## src/rtl/iq_burst_source.sv

```systemverilog
// iq_burst_source
// Transmit-side test source. Emits one offset-binary 24-bit I/Q sample per
// clock: a quadrature square wave whose envelope ramps linearly up to a
// programmable level, holds, ramps back down and optionally repeats after a
// gap. Midscale 24'h800000 represents zero.

module iq_burst_source #(
    parameter int unsigned PHASE_W   = 16,
    parameter int unsigned AMP_SHIFT = 15
) (
    input  logic               Clk,
    input  logic               Reset,
    input  logic               Start,
    input  logic               Stop,
    input  logic [7:0]         Level,
    input  logic [PHASE_W-1:0] Frequency,
    input  logic [15:0]        BurstLength,
    input  logic [15:0]        GapLength,
    input  logic               Repeat,
    output logic               Busy,
    output logic               Valid,
    output logic [23:0]        Output_I,
    output logic [23:0]        Output_Q
);

    localparam logic [23:0] MIDSCALE = 24'h800000;

    typedef enum logic [2:0] {
        S_IDLE,
        S_RAMP_UP,
        S_HOLD,
        S_RAMP_DOWN,
        S_GAP
    } state_t;

    state_t state_q, state_d;

    // Envelope, phase and segment counter
    logic [7:0]         amp_q,   amp_d;
    logic [PHASE_W-1:0] phase_q, phase_d;
    logic [15:0]        cnt_q,   cnt_d;

    // Burst parameters captured on an accepted Start
    logic [7:0]         level_l_q,  level_l_d;
    logic [PHASE_W-1:0] freq_l_q,   freq_l_d;
    logic [15:0]        burst_l_q,  burst_l_d;
    logic [15:0]        gap_l_q,    gap_l_d;
    logic               repeat_l_q, repeat_l_d;

    // Registered output stage
    logic               valid_q, valid_d;
    logic [23:0]        out_i_q, out_i_d;
    logic [23:0]        out_q_q, out_q_d;

    // Helper terms
    logic [15:0]        hold_last;
    logic [15:0]        gap_last;
    logic               amp_at_level;
    logic               amp_zero;
    logic               repeat_eff;
    logic [23:0]        mag;
    logic [1:0]         quad;

    // Segment end points; a zero length is treated as a single cycle
    always_comb begin
        hold_last    = (burst_l_q == 16'd0) ? 16'd0 : burst_l_q - 16'd1;
        gap_last     = (gap_l_q   == 16'd0) ? 16'd0 : gap_l_q   - 16'd1;
        amp_at_level = (amp_q == level_l_q);
        amp_zero     = (amp_q == 8'd0);
        // A Stop seen in the final ramp-down cycle must still suppress the gap
        repeat_eff   = repeat_l_q & ~Stop;
    end

    // State register
    always_ff @(posedge Clk or posedge Reset) begin
        if (Reset) begin
            state_q <= S_IDLE;
        end else begin
            state_q <= state_d;
        end
    end

    // Next-state logic; Stop takes priority over the normal segment exits
    always_comb begin
        state_d = state_q;
        case (state_q)
            S_IDLE: begin
                if (Start) begin
                    state_d = S_RAMP_UP;
                end
            end
            S_RAMP_UP: begin
                if (Stop) begin
                    state_d = S_RAMP_DOWN;
                end else if (amp_at_level) begin
                    state_d = S_HOLD;
                end
            end
            S_HOLD: begin
                if (Stop || (cnt_q == hold_last)) begin
                    state_d = S_RAMP_DOWN;
                end
            end
            S_RAMP_DOWN: begin
                if (amp_zero) begin
                    state_d = repeat_eff ? S_GAP : S_IDLE;
                end
            end
            S_GAP: begin
                if (Stop) begin
                    state_d = S_IDLE;
                end else if (cnt_q == gap_last) begin
                    state_d = S_RAMP_UP;
                end
            end
            default: begin
                state_d = S_IDLE;
            end
        endcase
    end

    // Output decode: Busy straight from the state register, next sample from
    // the current envelope and phase quadrant
    always_comb begin
        Busy    = (state_q != S_IDLE);
        valid_d = Busy;
        mag     = 24'(amp_q) << AMP_SHIFT;
        quad    = phase_q[PHASE_W-1 -: 2];
        out_i_d = MIDSCALE;
        out_q_d = MIDSCALE;
        if (state_q != S_IDLE) begin
            out_i_d = ((quad == 2'd0) || (quad == 2'd3)) ? MIDSCALE + mag : MIDSCALE - mag;
            out_q_d = ((quad == 2'd0) || (quad == 2'd1)) ? MIDSCALE + mag : MIDSCALE - mag;
        end
    end

    // Datapath next values: envelope, counter, phase and parameter capture
    always_comb begin
        amp_d      = amp_q;
        cnt_d      = cnt_q;
        phase_d    = phase_q;
        level_l_d  = level_l_q;
        freq_l_d   = freq_l_q;
        burst_l_d  = burst_l_q;
        gap_l_d    = gap_l_q;
        repeat_l_d = repeat_l_q;

        if (state_q == S_IDLE) begin
            amp_d   = 8'd0;
            cnt_d   = 16'd0;
            phase_d = '0;
            if (Start) begin
                level_l_d  = Level;
                freq_l_d   = Frequency;
                burst_l_d  = BurstLength;
                gap_l_d    = GapLength;
                repeat_l_d = Repeat;
            end
        end else begin
            phase_d = phase_q + freq_l_q;
            if (Stop) begin
                repeat_l_d = 1'b0;
            end
            case (state_q)
                S_RAMP_UP: begin
                    // On Stop the envelope freezes so ramp-down starts here
                    if (!Stop) begin
                        if (amp_at_level) begin
                            cnt_d = 16'd0;
                        end else begin
                            amp_d = amp_q + 8'd1;
                        end
                    end
                end
                S_HOLD: begin
                    cnt_d = cnt_q + 16'd1;
                end
                S_RAMP_DOWN: begin
                    if (amp_zero) begin
                        cnt_d = 16'd0;
                    end else begin
                        amp_d = amp_q - 8'd1;
                    end
                end
                S_GAP: begin
                    amp_d = 8'd0;
                    if (state_d == S_GAP) begin
                        cnt_d = cnt_q + 16'd1;
                    end else begin
                        cnt_d = 16'd0;
                    end
                end
                default: begin
                    amp_d = 8'd0;
                end
            endcase
            if (state_d == S_IDLE) begin
                phase_d = '0;
                amp_d   = 8'd0;
                cnt_d   = 16'd0;
            end
        end
    end

    // Datapath and output registers
    always_ff @(posedge Clk or posedge Reset) begin
        if (Reset) begin
            amp_q      <= 8'd0;
            cnt_q      <= 16'd0;
            phase_q    <= '0;
            level_l_q  <= 8'd0;
            freq_l_q   <= '0;
            burst_l_q  <= 16'd0;
            gap_l_q    <= 16'd0;
            repeat_l_q <= 1'b0;
            valid_q    <= 1'b0;
            out_i_q    <= MIDSCALE;
            out_q_q    <= MIDSCALE;
        end else begin
            amp_q      <= amp_d;
            cnt_q      <= cnt_d;
            phase_q    <= phase_d;
            level_l_q  <= level_l_d;
            freq_l_q   <= freq_l_d;
            burst_l_q  <= burst_l_d;
            gap_l_q    <= gap_l_d;
            repeat_l_q <= repeat_l_d;
            valid_q    <= valid_d;
            out_i_q    <= out_i_d;
            out_q_q    <= out_q_d;
        end
    end

    assign Valid    = valid_q;
    assign Output_I = out_i_q;
    assign Output_Q = out_q_q;

endmodule

```

## config.mk

```make
export PLATFORM = sky130hd
export DESIGN_NAME = iq_burst_source
export DESIGN_NICKNAME = d
export VERILOG_FILES = /design/src/rtl/iq_burst_source.sv
export SDC_FILE = /design/constraint.sdc
export NUM_CORES = 1
export LEC_CHECK = 0
export CAP_MARGIN = 5
export CORE_MARGIN = 8
export CORE_UTILIZATION = 37
export DETAILED_ROUTE_END_ITERATION = 10
export GPL_TIMING_DRIVEN = 1
export HOLD_SLACK_MARGIN = 0.08
export PLACE_DENSITY = 0.68
export REMOVE_ABC_BUFFERS = 1
export SLEW_MARGIN = 25
export SYNTH_ARGS = -nofsm -noshare
export SYNTH_HDL_FRONTEND = slang
export SYNTH_SLANG_ARGS = --single-unit
```

## constraint.sdc

```tcl
create_clock -name Clk -period 7.9 [get_ports Clk]
set_clock_uncertainty 0.05 [all_clocks]
set_input_delay 2.37 -clock Clk [delete_from_list [all_inputs] [get_ports Clk]]
set_output_delay 2.37 -clock Clk [all_outputs]
set_load 0.01 [all_outputs]
```

=== Yosys cells after proc, flatten, opt, wreduce, memory -nomap -nowiden ===
Cells that the tools add are included.

* Logic and storage cells: 88
* Register bits after elaboration: 149
* Output and inout port bits: 50

* Mux-type cells: 33
* Equality and inequality tests: 17
* Reductions and logical operators: 16
* $add $sub $neg: 8
* Bitwise gates (word level): 2

{| class="wikitable"
|+ Operators by type and width
! cell !! number
|-
| two-way mux 16 bit || 10
|-
| two-way mux 24 bit || 4
|-
| case mux 16 bit (4 select lines) || 1
|-
| two-way mux 8 bit || 5
|-
| == test 16 bit || 2
|-
| logical NOT 16 bit || 2
|-
| subtractor 16 x 1 -> 16 bit, second input constant || 2
|-
| adder 24 x 23 -> 24 bit, first input constant || 1
|-
| two-way mux 3 bit || 8
|-
| case mux 8 bit (3 select lines) || 1
|-
| subtractor 24 x 23 -> 24 bit, first input constant || 1
|-
| != test 4 bit, second input constant || 5
|-
| adder 16 x 1 -> 16 bit, second input constant || 1
|-
| adder 16 bit || 1
|-
| case mux 3 bit (5 select lines) || 1
|-
| adder 8 x 1 -> 8 bit, second input constant || 1
|-
| == test 8 bit || 1
|-
| logical NOT 8 bit || 1
|-
| AND reduction 4 bit || 2
|-
| subtractor 8 x 1 -> 8 bit, second input constant || 1
|-
| == test 3 x 2 -> 1 bit, second input constant || 2
|-
| == test 3 bit, second input constant || 2
|-
| logical NOT 3 bit || 2
|-
| nonzero test 6 bit || 1
|-
| 13 further kinds || 18
|}

=== Longest topological paths before layout ===
Gate-level depths: netlist of run 1.

* Depth in word-level cells: 11
* Mapped depth: 12

=== Worst setup path before layout of run 1 ===
OpenSTA, ideal clock, no wires.

* Kind: in2reg
* Start point: input Stop
* End point: register amp_q[0]
* Arrival time: 3905 ps
* Required time: 7725 ps
* Stages: 7
* Buffers on the path: 1
* Setup time: 125 ps
* Path slack: 3821 ps
* Path through: inv_1 -> nand2_1 -> o211a_1 -> or4b_1 -> and3b_1 -> clkbuf_1 -> mux2_2

* Cells in the longest elaborated chain, start to end: 8

{| class="wikitable"
|+ RTL lines
! what !! line !! RTL
|-
| start, declared || 14 || <nowiki>input logic Stop,</nowiki>
|-
| NOT 1 bit || 71 || <nowiki>repeat_eff = repeat_l_q & ~Stop;</nowiki>
|-
| bitwise AND 1 bit || 71 ||
|-
| two-way mux 3 bit || 106 || <nowiki>state_d = repeat_eff ? S_GAP : S_IDLE;</nowiki>
|-
| two-way mux 3 bit || 105 || <nowiki>if (amp_zero) begin</nowiki>
|-
| case mux 3 bit (5 select lines) || 86 || <nowiki>case (state_q)</nowiki>
|-
| logical NOT 3 bit || 197 || <nowiki>if (state_d == S_IDLE) begin</nowiki>
|-
| != test 4 bit (no line) (tied with other cells) || n/a ||
|-
| AND reduction 4 bit (no line) / two-way mux 8 bit (equally long branches) || n/a ||
|-
| end signal, assigned || 220 || <nowiki>amp_q <= amp_d;</nowiki>
|-
| end, declared || 39 || <nowiki>logic [7:0] amp_q, amp_d;</nowiki>
|}

Several ways; a longest one is shown, not always the timed one.
A chain may end at the register's enable or synchronous reset.

=== Worst setup path in the final report of run 1 ===
* Start point: register state_q[1]
* End point: output Busy

* Cells in the longest elaborated chain, start to end: 1

{| class="wikitable"
|+ RTL lines
! what !! line !! RTL
|-
| start, declared || 36 || <nowiki>state_t state_q, state_d;</nowiki>
|-
| start signal, assigned || 79 || <nowiki>state_q <= state_d;</nowiki>
|-
| nonzero test 3 bit || 125 || <nowiki>Busy = (state_q != S_IDLE);</nowiki>
|-
| end, declared || 20 || <nowiki>output logic Busy,</nowiki>
|}

Every way passes these cells.

==> results of run 1 <==
## critical path, cell delays in order, from the launching register on
cell and delay, ps:
dfrtp_1 490, nor3_4 630, inv_1 290, clkdlybuf4s50_1 550
## flip-flops by register name (all words and copies together), names as in the netlist
name	count
Valid	1
amp_q	8
level_l_q	8
gap_l_q	16
state_q	3
Output_Q	8
repeat_l_q	1
Output_I	9
cnt_q	16
burst_l_q	16
freq_l_q	16
phase_q	16
## how the worst max path moves through the flow
| stage | slack (ps) | endpoint | cells after the start |
|---|---|---|---|
| 6_report | 3090 | Busy | 3 |
| 5_1_grt | 2970 | Busy | 3 |
| 4_1_cts | 2730 | Busy | 3 |
| 3_5_place_dp | 3070 | phase_q[3] | 7 |
| 3_3_place_gp | 3100 | phase_q[3] | 7 |
| 2_1_floorplan | 2350 | Output_I[15] | 1 |
## final cells by class
cell class                 instances  area share, %
clock buffer                      22           5.00
clock inverter                     9           1.14
tap                              270           3.72
sequential                       118           32.5
multi-input combinational        610           47.2
timing repair buffer              85           9.22
inverter                          29           1.23
## power groups by stage
stage / Clock, uW / Sequential (uW) / Combinational (uW)
after floorplan: 0 / 616 / 16.1
after global placement: 0 / 615 / 50.9
after detailed placement: 0 / 615 / 51.1
after CTS: 757 / 605 / 51.3
after global routing: 779 / 605 / 56.4
final: 740 / 605 / 50.3
## per-stage QoR
stage	instance area, sq um	utilization [%]	hold slack (ps)	setup WS (ps)
final	9090	44.9	464	3090
after detailed placement	8520	42.1	457	3070
after global placement	8520	42.1	453	3100
after floorplan	7330	-	417	2350
after CTS	9080	44.9	471	2730
after global routing	9090	44.9	484	2970
## kinds of logic after synthesis
family	Yosys count
AOI/OAI and AO/OA	142
xor gates and xnor gates	72
adders and majority gates	29
buffers and inverters	102
DFF	118
muxes	60
other	1
and+or+nand+nor	277
## cells in the final DEF, fill, tap and decap left out, types with 12 or more instances in the layout
cell	netlist	layout
xor2_1	30	30
mux2_2	52	52
ha_1	27	27
a21oi_1	29	29
clkdlybuf4s50_1	0	80
nand2_1	51	51
nand4_1	12	12
o21ai_0	35	35
inv_1	29	28
nor4_1	12	12
and3_1	13	13
nor3_1	31	30
clkbuf_16	0	17
conb_1	1	30
nor2_1	73	73
nand3_1	24	24
dfrtp_1	116	116
xnor2_1	42	42
## routing by layer
metal	vias to the layer above	global-route usage, %	wire length, microns
li1	2943	-	-
met1	2978	18.2	8270
met2	164	24.3	8910
met3	34	3.68	790
met4	0	4.85	353
met5	-	0	0
==> flow_summary.ini, run 1 <==
[global_routing]
grt_total_ovfl = 0
grt_pass1_vias = 6228
grt_start_max_net_pins = 67
grt_first_pass_wirelength_microns = 31100
grt_use_total_pct = 14.6
antenna_found_initial = 0

[route]
routed_wirelength_microns = 18300
detail-route-antenna-nets = 0
drt_first_pass_iters = 5
via_total_after_detailed_routing = 6119
drcViolationCount = 0
average_wire_length_per_cell_after_detail_routing_microns = 16.0
detail_route.vias_per_cell = 5.35
first_iter_violations = 589

[floorplan]
die_area_sq_um = 25500
placement_rows = 52
die_width_microns = 160
fp.coreArea_sq_um = 20200
floorplan.die.height_microns = 160
ios = 111
initial_core_util_pct = 37.8

[critical_path]
timing.reg2reg.worst_path_depth = 10
endpoint_type_of_the_worst_setup_path = primary output
worstReg2RegEnd = cnt_q[13]
critical_path_arrival_ps = 2390
setup.worst_path.start = state_q[1]
cp.required_ps = 5480
worst-path-max-fanout = 18
setup.worst_path.start_class = flop
ff2ff_setup_slack_ps = 4250
critPathKind = flop to primary output
critical_path.reg2reg.startpoint = gap_l_q[0]

[cts]
cts_buffers = 17
postCtsResizedCells = 0
clockRootBuffer = clkbuf_16
clock_pin_slew_reported_for_the_worst_setup_and_hold_paths_after_clock_tree_synthesis_ps = 50
clock_insertion_delay_worst_skew_ps = 420
htree_levels = 4
cts_num_sinks = 118
tritoncts = built
post-cts-setup-buffer-count = 0
cts-root-to-sink-buffers = 2
number_of_buffers_added_to_fix_hold_violations_after_cts = 0

[place]
place_congestion = 0.923
placed_cells = 1112
place_hpwl_microns = 13500
place.port_buffers = 80

[logic_synthesis]
synth_enable_flop_cells = 0
synthXorXnorAreaFrac_pct = 8.25
synth.ff_latch_count = 118
largest_family_of_logic_cells_by_synthesized_area = simple AND/OR/NAND/NOR gates
synth_top_flop_cell = dfrtp_1
synth_area_leader_cell = dfrtp_1
syn_avg_cell_area_sq_um = 9.54
yosys.area_share.adder_pct = 4.94
synthesis.instances = 801
yosys-mux-area-fraction_pct = 8.71
post_synth_main_area_contributors = dfrtp_1 38%, mux2_2 7.7%, xnor2_1 4.8%
synth-async-reset-ratio_pct = 100
post_synth_most_frequent_cells = 116 x dfrtp_1, 73 x nor2_1, 52 x mux2_2, 51 x nand2_1, 42 x xnor2_1
synth_most_common_cell = dfrtp_1
post_synth_top_area_share_pct = 38.0
yosysWarningCount = 0
synth_simple_gate_area_share_pct = 19.4
synth_compound_gate_area_share_pct = 13.0
distinct_cells_synth = 75
post_synth_instance_area_sq_um = 7640
synth-seq-area-share_pct = 38.7

[pwr]
p_leak_uw = 0.00404
power_frac_comb_pct = 3.6
cell_internal_pwr_uw = 1100
power-per-cell-area_nw_per_um2 = 153
peakVddDrop_v = 0.000137
finalPower_uw = 1400
sw_frac_of_total_pct = 21.2
clock_share_of_power_pct = 53.0
power_frac_seq_pct = 43.4
switching_power_of_the_nets_uw = 295

[finish]
drive_above_1_share_pct = 12.5
syn2layout_area_growth_pct = 18.9
filler_cells = 1944
multi_input_comb_area_sq_um = 4290
register_area_sq_um = 2960
nNetsFinal = 951
n_antenna_cell = 0
final-instance-count-excl-fill = 1143

[sta]
final_max_slew_viol_count = 0
finalWorstPathRequiredPeriod_ps = 4810
final_min_period_over_clock_period_pct = 60.9
setup_repair_after_global_routing_missed_its_margin = no
slew-limit-headroom_pct = 39.3
tns_ps = 0
maxClockFrequency_mhz = 208
setup_viol = 0
final_hold_viol_count = 0
max_slew.worst_pin.slew_ps = 901

[worst_hold_path]
min-delay-path-class = flop to flop
worst_hold_startpoint = freq_l_q[14]
whs_path_depth = 1
holdPathEnd = freq_l_q[14]

[run]
cap_violations = 0

[run_status]
outcome = finished, final reports clean
Note: power is estimated with default switching activity, not from simulation.
==> inputs of run 2 (changes only) <==
- PLACE_DENSITY: 0.68 -> 0.7
- clock period: 7.9 -> 4 ns (I/O delays scaled with it)
==> flow_summary.ini, run 2 (synthesis gave the netlist of run 1 again) <==
[run_status]
outcome = finished, final reports clean

[floorplan]
ios = 111
fp.coreArea_sq_um = 20200
die_width_microns = 160
initial_core_util_pct = 37.8
die_area_sq_um = 25500
placement_rows = 52
floorplan.die.height_microns = 160

[pwr]
power-per-cell-area_nw_per_um2 = 317
peakVddDrop_v = 0.000266
p_leak_uw = 0.00414

[finish]
mostFrequentLayoutCells = 116 x dfrtp_1, 80 x clkdlybuf4s50_1, 73 x nor2_1, 52 x mux2_2, 51 x nand2_1
final_common_cell = dfrtp_1
n_antenna_cell = 0
syn2layout_area_growth_pct = 20.9
register_area_sq_um = 2960
filler_cells = 1915
finalCoreUtilization_pct = 45.7
drive_above_1_share_pct = 13.7
nNetsFinal = 960
multi_input_comb_area_sq_um = 4280
finish.instance_area_sq_um = 9240

[critical_path]
endpoint_type_of_the_worst_setup_path = flop
critical_path.reg2reg.startpoint = amp_q[0]
timing.reg2reg.worst_path_depth = 11
setup.worst_path.start_class = flop
ff2ff_setup_slack_ps = 480
cp.required_ps = 4240
critical_path_arrival_ps = 3760
critPathKind = flop to flop
setup.worst_path.start = amp_q[0]
setup.worst_path.end = cnt_q[10]
worst-path-max-fanout = 10
worstReg2RegEnd = cnt_q[10]

[place]
place.port_buffers = 80
detailed_place.area_sq_um = 8610
place_hpwl_microns = 13800
place_congestion = 0.896

[cts]
postCtsResizedCells = 0
tritoncts = built
clock_pin_slew_reported_for_the_worst_setup_and_hold_paths_after_clock_tree_synthesis_ps = 60
clock_insertion_delay_worst_skew_ps = 420
post-cts-setup-buffer-count = 0
clockRootBuffer = clkbuf_16
cts-root-to-sink-buffers = 2
cts_buffers = 17
number_of_buffers_added_to_fix_hold_violations_after_cts = 0
cts_num_sinks = 118
htree_levels = 4

[global_routing]
grt_first_pass_wirelength_microns = 31300
grt_pass1_vias = 6094
antenna_found_initial = 0
grt_total_ovfl = 0
grt_start_max_net_pins = 51
grt_use_total_pct = 14.7

[route]
via_total_after_detailed_routing = 6135
detail-route-antenna-nets = 0
routed_wirelength_microns = 18500
detail_route.vias_per_cell = 5.32
average_wire_length_per_cell_after_detail_routing_microns = 16.1
drcViolationCount = 0
first_iter_violations = 564
drt_first_pass_iters = 5

[sta]
slew-limit-headroom_pct = 36.3
maxClockFrequency_mhz = 284
final_hold_viol_count = 0
final_min_period_over_clock_period_pct = 87.9
tns_ps = 0
setup_repair_after_global_routing_missed_its_margin = no
finalWorstPathRequiredPeriod_ps = 3520
max_slew.worst_pin.slew_ps = 946
setup_viol = 0
final_max_slew_viol_count = 0

[worst_hold_path]
min-delay-path-class = flop to flop

[run]
cap_violations = 0
run 2: changes by cell type in the layout (fill, tap and decap cells not counted), sizes merged:
cell and delta:
buf +9, bufinv +2, clkbuf -2, inv +2
clkinvlp -1
run 2: through the flow:
step / instances / total power, uW / setup slack [ps] / hold slack, ps
after detailed placement: 1121 / 1320 / 356 / 455
after floorplan: 757 / 1250 / -376 / 417
after global routing: 1153 / 3030 / 158 / 487
after global placement: 1121 / 1320 / 461 / 453
after CTS: 1153 / 2960 / 479 / 468
final: 1153 / 2930 / 482 / 466
run 2: per-layer routing:
layer / share of wire (%) / up-vias / GRT usage, %
li1: - / 2970 / -
met1: 45 / 2935 / 18.5
met2: 49 / 192 / 24.5
met3: 4.2 / 38 / 2.75
met4: 2.3 / 0 / 5.62
met5: 0 / - / 0
run 2: cell type report:
class                      count  share of cell area (%)
multi-input combinational    610                    46.3
sequential                   118                    32.0
timing repair buffer          94                    10.1
clock buffer                  20                    4.94
tap                          270                    3.66
clock inverter                12                    1.88
inverter                      29                    1.20
run 2: worst min-delay path by stage:
| stage | startpoint | end | slack, ps | cells after the start |
|---|---|---|---|---|
| 2_1_floorplan | repeat_l_q | repeat_l_q | 420 | 1 |
| 3_3_place_gp | freq_l_q[10] | freq_l_q[10] | 450 | 1 |
| 3_5_place_dp | freq_l_q[4] | freq_l_q[4] | 460 | 1 |
| 4_1_cts | freq_l_q[4] | freq_l_q[4] | 470 | 1 |
| 5_1_grt | freq_l_q[2] | freq_l_q[2] | 490 | 1 |
| 6_report | freq_l_q[4] | freq_l_q[4] | 470 | 1 |
run 2: report_power, final:
part | leakage [uW] | switching, uW | internal (uW)
combinational | 0.00228 | 46.9 | 55.5
clock | 0.000311 | 556 | 1070
sequential | 0.00154 | 0 | 1190
run 2: critical path, stage by stage (launching register included):
cell,delay [ps]
dfrtp_1,480
inv_1,170
ha_1,200
or3b_2,520
nor4b_4,380
nand2_1,100
o211a_1,250
buf_4,220
nor4b_2,610
nand3_1,190
xor2_1,170
nor2_1,50
==> inputs of run 3 (changes only) <==
- CORE_MARGIN: 8 -> 5
==> flow_summary.ini, run 3 (synthesis gave the netlist of run 1 again) <==
[critical_path]
endpoint_type_of_the_worst_setup_path = flop
critical_path_arrival_ps = 3790
setup.worst_path.start = gap_l_q[0]
worst-path-max-fanout = 8
setup.worst_path.start_class = flop
ff2ff_setup_slack_ps = 450
timing.reg2reg.worst_path_depth = 10
worstReg2RegEnd = cnt_q[11]
critical_path.reg2reg.startpoint = gap_l_q[0]
critPathKind = flop to flop
setup.worst_path.end = cnt_q[11]
cp.required_ps = 4240

[sta]
whs_ps = 467
max_slew.worst_pin.slew_ps = 869
final_hold_viol_count = 0
maxClockFrequency_mhz = 282
final_max_slew_viol_count = 0
slew-limit-headroom_pct = 41.7
finalWorstPathRequiredPeriod_ps = 3550
final_min_period_over_clock_period_pct = 88.7
setup_slack_ps = 451
setup_repair_after_global_routing_missed_its_margin = no
setup_viol = 0

[place]
placed_cells = 1120
place.port_buffers = 80
place_congestion = 0.907
place_hpwl_microns = 13400
placement.setup.worst_slack_ps = 360

[run]
cap_violations = 0

[route]
detail-route-antenna-nets = 0
detail_route.vias_per_cell = 5.37
first_iter_violations = 662
average_wire_length_per_cell_after_detail_routing_microns = 16.1
drcViolationCount = 0
routed_wirelength_microns = 18500
via_total_after_detailed_routing = 6181
drt_first_pass_iters = 5

[pwr]
peakVddDrop_v = 0.000289
switching_power_of_the_nets_uw = 593
cell_internal_pwr_uw = 2180
power_frac_comb_pct = 3.6
clock_share_of_power_pct = 53.3
p_leak_uw = 0.00410
power-per-cell-area_nw_per_um2 = 302
power_frac_seq_pct = 43.0
sw_frac_of_total_pct = 21.4

[finish]
nNetsFinal = 959
n_antenna_cell = 0
final-instance-count-excl-fill = 1152
register_area_sq_um = 2960
syn2layout_area_growth_pct = 20.2
drive_above_1_share_pct = 13.5
finalCoreUtilization_pct = 45.2
filler_cells = 1929
final_common_cell = dfrtp_1
multi_input_comb_area_sq_um = 4280
mostFrequentLayoutCells = 116 x dfrtp_1, 80 x clkdlybuf4s50_1, 73 x nor2_1, 52 x mux2_2, 51 x nand2_1

[worst_hold_path]
worst_hold_startpoint = repeat_l_q
min-delay-path-class = flop to flop

[floorplan]
fp.coreArea_sq_um = 20300
initial_core_util_pct = 37.6
placement_rows = 52
floorplan.die.height_microns = 154
die_width_microns = 154
ios = 111
die_area_sq_um = 23600

[global_routing]
grt_total_ovfl = 0
grt_use_total_pct = 15.7
grt_start_max_net_pins = 57
grt_first_pass_wirelength_microns = 30600
antenna_found_initial = 0
grt_pass1_vias = 6080

[cts]
clock_pin_slew_reported_for_the_worst_setup_and_hold_paths_after_clock_tree_synthesis_ps = 60
clock_insertion_delay_worst_skew_ps = 420
number_of_buffers_added_to_fix_hold_violations_after_cts = 0
cts_buffers = 17
htree_levels = 4
clockRootBuffer = clkbuf_16
post-cts-setup-buffer-count = 0
cts-root-to-sink-buffers = 2
postCtsResizedCells = 0
tritoncts = built
cts_num_sinks = 118

[run_status]
outcome = finished, final reports clean
run 3: cell types whose count changed in the layout (fill, tap and decap cells not counted), sizes merged:
cell / delta
clkbuf: +5
bufinv: -3
inv: -2
buf: -1
clkinv: -1
clkinvlp: +1
run 3: per-stage QoR:
| stage | total power, uW | instance area [sq um] | setup TNS [ps] |
|---|---|---|---|
| global placement | 1320 | 8600 | 0 |
| floorplan | 1250 | 7330 | -43590 |
| finish | 2780 | 9190 | 0 |
| detailed placement | 1320 | 8600 | 0 |
| global route | 2870 | 9190 | 0 |
| CTS | 2800 | 9180 | 0 |
run 3: final cells by class:
class / instances / share of cell area [%]
Clock inverter: 7 / 0.749
Multi-Input combinational cell: 610 / 46.6
Sequential cell: 118 / 32.2
Inverter: 29 / 1.21
Tap cell: 270 / 3.68
Timing Repair Buffer: 93 / 10.1
Clock buffer: 25 / 5.50
run 3: worst max-delay path, cell delays in order, from the launching register on:
cell      delay (ps)
dfrtp_1          430
inv_1            120
ha_1             220
or3b_1           440
nor4_1           370
mux2i_1          300
xnor2_1          100
nor4_1           500
nand4_4          280
a211oi_4         490
nor2_1           100
run 3: per-layer routing:
layer  part of all wire, %  GRT usage (%)
met5                     0              0
met4                   1.8           4.63
met3                   5.4           3.60
met2                    50           26.9
met1                    43           19.8
run 3: how the worst min path moves through the flow:
stage | to | slack [ps] | depth (start not counted)
6_report | repeat_l_q | 470 | 1
5_1_grt | repeat_l_q | 470 | 1
4_1_cts | repeat_l_q | 470 | 1
3_5_place_dp | repeat_l_q | 450 | 1
3_3_place_gp | repeat_l_q | 440 | 1
2_1_floorplan | repeat_l_q | 420 | 1
run 3: power by group through the flow:
stage	combinational [uW]	clock, uW	sequential (uW)
finish	101	1480	1190
global route	112	1560	1190
CTS	103	1510	1190
detailed placement	103	0	1220
global placement	103	0	1220
floorplan	31.9	0	1220
